`src/rtl/ps2_receiver.sv`:
```
`default_nettype none
//------------------------------------------------------------------------------
// Module   : ps2_receiver
// Purpose  : PS/2 device-to-host receiver with pin synchronisers, a clock
//            deglitch filter, an 11-bit frame deserialiser and a frame timeout.
// Revision : 1.0 - initial release
//------------------------------------------------------------------------------
module ps2_receiver #(
   parameter int FILTER_LEN = 8,
   parameter int TIMEOUT    = 25000
) (
   input  logic       CLK_25MHZ,
   input  logic       RESET,
   input  logic       PS2_CLK,
   input  logic       PS2_DATA,
   output logic [7:0] RX_DATA,
   output logic       RX_VALID,
   output logic       RX_ERROR
);

   localparam int c_filt_w = $clog2(FILTER_LEN + 1);
   localparam int c_to_w   = $clog2(TIMEOUT + 1);
   localparam logic [c_filt_w-1:0] c_filt_last = c_filt_w'(FILTER_LEN - 1);
   localparam logic [c_to_w-1:0]   c_to_last   = c_to_w'(TIMEOUT - 1);

   typedef enum logic [1:0] {
      S_IDLE   = 2'd0,
      S_DATA   = 2'd1,
      S_PARITY = 2'd2,
      S_STOP   = 2'd3
   } state_t;

   logic [1:0]          r_clk_sync;
   logic [1:0]          r_data_sync;
   logic [c_filt_w-1:0] r_filt_cnt;
   logic                r_filt_clk;
   logic                r_filt_clk_d;
   logic                r_strobe;
   state_t              r_state;
   logic [7:0]          r_shift;
   logic [2:0]          r_bit_cnt;
   logic                r_parity;
   logic [c_to_w-1:0]   r_to_cnt;
   logic                w_bit;

   assign w_bit = r_data_sync[1];

   always_ff @(posedge CLK_25MHZ) begin
      if (RESET) begin
         r_clk_sync  <= 2'b11;
         r_data_sync <= 2'b11;
      end else begin
         r_clk_sync  <= {r_clk_sync[0], PS2_CLK};
         r_data_sync <= {r_data_sync[0], PS2_DATA};
      end
   end

   // The filtered clock follows the pin only after FILTER_LEN steady samples;
   // the strobe is registered so the FSM sees data one cycle after the edge.
   always_ff @(posedge CLK_25MHZ) begin
      if (RESET) begin
         r_filt_cnt   <= '0;
         r_filt_clk   <= 1'b1;
         r_filt_clk_d <= 1'b1;
         r_strobe     <= 1'b0;
      end else begin
         r_filt_clk_d <= r_filt_clk;
         r_strobe     <= r_filt_clk_d & ~r_filt_clk;
         if (r_clk_sync[1] != r_filt_clk) begin
            if (r_filt_cnt == c_filt_last) begin
               r_filt_clk <= r_clk_sync[1];
               r_filt_cnt <= '0;
            end else begin
               r_filt_cnt <= r_filt_cnt + 1'b1;
            end
         end else begin
            r_filt_cnt <= '0;
         end
      end
   end

   always_ff @(posedge CLK_25MHZ) begin
      if (RESET) begin
         r_state   <= S_IDLE;
         r_shift   <= '0;
         r_bit_cnt <= '0;
         r_parity  <= 1'b0;
         r_to_cnt  <= '0;
         RX_DATA   <= '0;
         RX_VALID  <= 1'b0;
         RX_ERROR  <= 1'b0;
      end else begin
         RX_VALID <= 1'b0;
         RX_ERROR <= 1'b0;
         // A strobe wins over a timeout expiring in the same cycle.
         if (r_strobe) begin
            r_to_cnt <= '0;
            case (r_state)
               S_IDLE: begin
                  if (!w_bit) begin
                     r_shift   <= '0;
                     r_bit_cnt <= '0;
                     r_state   <= S_DATA;
                  end
               end
               S_DATA: begin
                  r_shift   <= {w_bit, r_shift[7:1]};
                  r_bit_cnt <= r_bit_cnt + 1'b1;
                  if (r_bit_cnt == 3'd7) begin
                     r_state <= S_PARITY;
                  end
               end
               S_PARITY: begin
                  r_parity <= w_bit;
                  r_state  <= S_STOP;
               end
               S_STOP: begin
                  if (((^r_shift) ^ r_parity) && w_bit) begin
                     RX_DATA  <= r_shift;
                     RX_VALID <= 1'b1;
                  end else begin
                     RX_ERROR <= 1'b1;
                  end
                  r_state <= S_IDLE;
               end
               default: r_state <= S_IDLE;
            endcase
         end else if (r_state != S_IDLE) begin
            if (r_to_cnt == c_to_last) begin
               RX_ERROR <= 1'b1;
               r_state  <= S_IDLE;
               r_shift  <= '0;
               r_to_cnt <= '0;
            end else begin
               r_to_cnt <= r_to_cnt + 1'b1;
            end
         end else begin
            r_to_cnt <= '0;
         end
      end
   end

endmodule
`default_nettype wire
```
`config.mk`:
```
export PLATFORM = sky130hd
export DESIGN_NAME = ps2_receiver
export DESIGN_NICKNAME = d
export VERILOG_FILES = /design/src/rtl/ps2_receiver.sv
export SDC_FILE = /design/constraint.sdc
export NUM_CORES = 1
export LEC_CHECK = 0
export ABC_AREA = 1
export BUFFER_PORTS_ARGS = -buffer_cell sky130_fd_sc_hd__buf_2
export CORE_AREA = 2 2 66 68
export CTS_BUF_LIST = sky130_fd_sc_hd__clkbuf_8
export CTS_CLUSTER_SIZE = 20
export DETAILED_ROUTE_END_ITERATION = 8
export DIE_AREA = 0 0 68 70
export PLACE_DENSITY = 0.74
export SYNTH_ARGS = -nofsm -noshare
export SYNTH_HDL_FRONTEND = slang
export SYNTH_SLANG_ARGS = --single-unit
```
`constraint.sdc`:
```
create_clock -name CLK_25MHZ -period 2.7 [get_ports CLK_25MHZ]
set_input_delay 0.27 -clock CLK_25MHZ [delete_from_list [all_inputs] [get_ports CLK_25MHZ]]
set_output_delay 0.27 -clock CLK_25MHZ [all_outputs]
set_load 0.05 [all_outputs]
```
Word level (Yosys, flattened, before mapping) --
Cells that the tools add are included.
Word-level totals: register bits after elaboration 50, bits in latches 0, memory bits (writable) 0, bits in read-only memories 0, input port bits 4, output and inout bits 10, logic and storage cells 70, memories 0
Operators by class: add/sub/neg operators 3, $mul 0, div/mod/pow operators 0, magnitude comparators 0, eq/ne operators 11, shift operators 0, muxes and demuxes 19, bitwise gates (word level) 7, reductions and logical operators 16
Operators with widths (number):
- 8-bit two-way mux | 4
- 8-bit one-hot mux with 2 select lines | 1
- 15-bit by 1-bit adder with 15-bit output (second input constant) | 1
- 15-bit == test (second input constant) | 1
- 2-bit two-way mux | 5
- 2-bit one-hot mux with 4 select lines | 1
- 4-bit AND reduction | 2
- 2-bit nonzero test | 4
- 8-bit parity | 1
- 1-bit two-way mux | 6
- 3-bit inequality test (second input constant) | 2
- 3-bit one-hot mux with 2 select lines | 1
- 3-bit AND reduction | 2
- 3-bit OR reduction | 2
- 1-bit inverter | 5
- 4-bit by 1-bit adder with 4-bit output (second input constant) | 1
- 2-bit == test (second input constant) | 2
- 4-bit by 3-bit == test with 1-bit output (second input constant) | 1
- 2-bit AND reduction | 2
- 4-bit OR reduction | 1
- 3-bit by 1-bit adder with 3-bit output (second input constant) | 1
- 3-bit == test (second input constant) | 1
- 3-bit two-way mux | 1
- 3-bit by 1-bit inequality test with 1-bit output (second input constant) | 1
- 7 further kinds | 7

Longest topological paths before layout --
depth after elaboration 6, gate-level depth with buffers 12, depth with buffers taken out 11

Least setup slack after synthesis --
OpenSTA, ideal clock, no wires.
path kind reg-to-reg, from reg r_state[0], to reg r_shift[5], setup time 0.119 ns, data arrival time 1.403 ns, required time 2.581 ns, slack 1.178 ns, cell stages (with the launch flop) 9, buffers on the path 1, period minus slack after synthesis 1.522 ns, path through dfxtp_1 inv_1 ha_1 o21ai_0 a21boi_4 nand2_1 buf_6 o21ai_0 a21oi_1
Between the ends: longest elaborated chain between the ends 3, elaborated cells between the ends (all ways) 9, those cells by class eq/ne: 3; mux: 2; reduce/logical: 4
RTL lines:
- start: declaration | RTL line 39 | state_t r_state;
- start signal: assignment | RTL line 84 | r_state <= S_IDLE;
- start signal: assignment | RTL line 103 | r_state <= S_DATA;
- start signal: assignment | RTL line 110 | r_state <= S_PARITY;
- 2-bit by 1-bit == test with 1-bit output (tied with other cells) | RTL line 98 | case (r_state)
- 3-bit by 1-bit inequality test with 1-bit output (no line) (tied with other cells)
- 4-bit AND reduction (no line) / 8-bit two-way mux (equally long branches)
- end signal: assignment | RTL line 107 | r_shift <= {w_bit, r_shift[7:1]};
- end: declaration | RTL line 40 | logic [7:0] r_shift;
Several ways; a longest one is shown, not always the timed one. A chain may end at the register's enable or synchronous reset.

Final worst setup path --
from reg r_state[0], to reg r_shift[6]
Same word-level chain as after synthesis.

==> impl_metrics.tcl <==
set metrics [dict create \
    status "finished, final reports clean" \
    slew_viol_final 0 \
    drc_errors 0 \
    core_mm2 0.00414 \
    nets 340 \
    antenna_cells 0 \
    cts_setup_buffers 0 \
    fin_cells 381 \
    slowest_delay_ns 0.36 \
    synth_edf_count 0 \
    yosys_warnings 0 \
    worstPathCellList "inv_1 -> ha_1 -> o21ai_0 -> a21boi_4 -> nand2_1 -> o21ai_0 -> a21oi_1" \
    grt_pass1_wl_um 7040 \
    setup_tns_ns 0 \
    place_area_mm2 0.00242 \
    ys_types 29 \
    leakagePower_nw 1.12 \
    clk_latency_ns 0.30 \
    maxCapViolations 0 \
    htreeDepth 2 \
    cts_buffers 5 \
    drt_wl_total_um 4050 \
    ios 14 \
    pre_cts_ws_ns 0.957 \
    report.final.hold_viol_count 0 \
    drive_gt1_share_pct 12.8 \
    whs_ns 0.151 \
    cts_tree "done" \
    die_area_mm2 0.00476 \
    drtAntennaViolNets 0 \
    setup_viol 0 \
    syn_area_per_cell_um2 7.46 \
    critical_path_class "reg -> reg" \
    start_util_pct 56.3 \
    cts_max_path_buffers 2 \
    required_ns 2.87 \
    hp-class "in -> reg" \
    multi_input_area_mm2 0.00113 \
    layout.area.seq_mm2 0.00100 \
    tightestPinTransition_ns 0.518 \
    crit_path_end_kind "register" \
    gp_routability_congestion 0.872 \
    synth_cells 313 \
    slew_headroom_pct 65.4 \
    cp_top_family "compound AO/OA/AOI/OAI gates" \
    cts-root-buf "clkbuf_8" \
    synth-seq-area-share_pct 42.9 \
    crit_top_cell "o21ai_0" \
    final_core_util_pct 60.7 \
    syn_area_mm2 0.00233 \
    fmax_ghz 0.569 \
    grt_max_degree 18 \
    die_x_um 68 \
    cts.repair.resized 0 \
    area_growth_pct 7.72 \
    crit_slowest_cell "dfxtp_1" \
    fp.dieH_um 70 \
    num_vias 1890 \
    grt_use_total_pct 19.3 \
    clock-skew-final_ns 0.00723 \
    start_kind "register" \
    overflow 0 \
    min_period_ns 1.76 \
    clk_pin_slew_ns 0.08 \
    fin_area_mm2 0.00251 \
    antenna_found_initial 0 \
    ys_seq_elements 50 \
    dpl.hpwl_um 3010 \
    dp_cells 373 \
    path_buf_inv 1 \
    crit_path_max_fanout 11 \
    ys_dominant_reg_cell "dfxtp_1" \
    final.fill_count 387 \
    via_per_inst 4.96 \
    numClockSinks 50 \
    ir_drop_mv 0.397 \
    rsz0062_at_grt "false" \
    arrival_ns 1.93 \
    power_mw 1.19 \
    async_flop_share_pct 0 \
    wire_per_inst_um 10.6 \
    grt_pass1_vias 1674 \
    drtPass1Iterations 4 \
    drt_iter0_markers 80 \
    powerDensity_mw_per_mm2 473 \
    syn-num-nets 325 \
    finalWorstSetupSlack_ns 0.943 \
    rows 24 \
    period_share_pct 65.1 \
    postCtsHoldBufs 0 \
    port_buffers 13 \
]
logic make-up after synthesis:
family                   count (synthesis)  synth area share [%]
AND/OR/NAND/NOR                        161                  32.1
buffers and inverters                   47                  8.53
AO/OA/AOI/OAI                           40                  9.54
adder cells (fa/ha/maj)                  8                  4.29
flip-flops                              50                  42.9
XOR/XNOR                                 7                  2.63
worst paths after layout:
kind | to | slack, ns | startpoint | cells after the start
worst max-delay path | r_shift[6]$_SDFFE_PP0P_ | 0.94 | r_state[0]$_SDFFE_PP0P_ | 7
worst min register to register | r_data_sync[1]$_SDFF_PP1_ | 0.42 | r_data_sync[0]$_SDFF_PP1_ | 1
worst min-delay path | r_clk_sync[0]$_SDFF_PP1_ | 0.15 | PS2_CLK | 2
worst max register to register | r_shift[6]$_SDFFE_PP0P_ | 0.94 | r_state[0]$_SDFFE_PP0P_ | 7
where the power goes:
| group | total (mW) | switching, mW | internal (mW) |
|---|---|---|---|
| logic | 0.0150 | 0.0102 | 0.00476 |
| registers | 0.742 | 0.00236 | 0.740 |
| clock network | 0.431 | 0.228 | 0.203 |
worst register-to-register path: cells and delay by family (launching register included):
kind	cells	cell delay, ns
adder cells (fa/ha/maj)	1	0.29
buffers and inverters	1	0.08
flip-flops	1	0.36
AO/OA/AOI/OAI	4	0.66
AND/OR/NAND/NOR	1	0.25
registers in the layout, indices dropped and copies added, names as in the netlist, 2 cells and up:
signal	cells
r_to_cnt	15
RX_DATA	8
r_shift	8
r_filt_cnt	4
r_bit_cnt	3
r_clk_sync	2
r_data_sync	2
r_state	2
per-layer routing:
| metal | part of all wire (%) | track usage, % |
|---|---|---|
| met5 | 0 | 0 |
| met4 | 1.4 | 6.44 |
| met3 | 2.9 | 4.83 |
| met2 | 47 | 30.9 |
| met1 | 49 | 24.9 |
cell usage after synthesis (4+ instances only):
| cell type | instances | area [um^2] |
|---|---|---|
| or2_2 | 6 | 37.5 |
| nor3_1 | 10 | 50.1 |
| o21ai_0 | 11 | 55.1 |
| xor2_1 | 4 | 35.0 |
| a21oi_1 | 24 | 120 |
| ha_1 | 8 | 100 |
| nor2_1 | 50 | 188 |
| nand3_1 | 8 | 40.0 |
| nand2_1 | 70 | 263 |
| dfxtp_1 | 50 | 1000 |
| inv_1 | 38 | 143 |
| inv_2 | 4 | 15.0 |
placed cells by master, fill, tap and decap left out, drive strengths merged:
| cell type | n |
|---|---|
| o211ai | 1 |
| inv | 43 |
| a21oi | 24 |
| nor3b | 2 |
| nor4 | 1 |
| a211o | 1 |
| nand4 | 4 |
| dfxtp | 50 |
| nor3 | 14 |
| xor2 | 4 |
| a21boi | 1 |
| nand3 | 11 |
| or2 | 7 |
| clkbuf | 6 |
| nand2 | 72 |
| a31oi | 2 |
| buf | 13 |
| nor2 | 50 |
| ha | 8 |
| xnor2 | 3 |
| o21ai | 11 |
| clkinv | 1 |
layout make-up:
type	instances	area share, %
Multi-Input combinational cell	216	45.1
Sequential cell	50	39.8
Inverter	42	6.27
Clock buffer	6	3.29
Timing Repair Buffer	13	2.59
Tap cell	52	2.59
Clock inverter	2	0.348
Note: power is estimated with default switching activity, not from simulation.
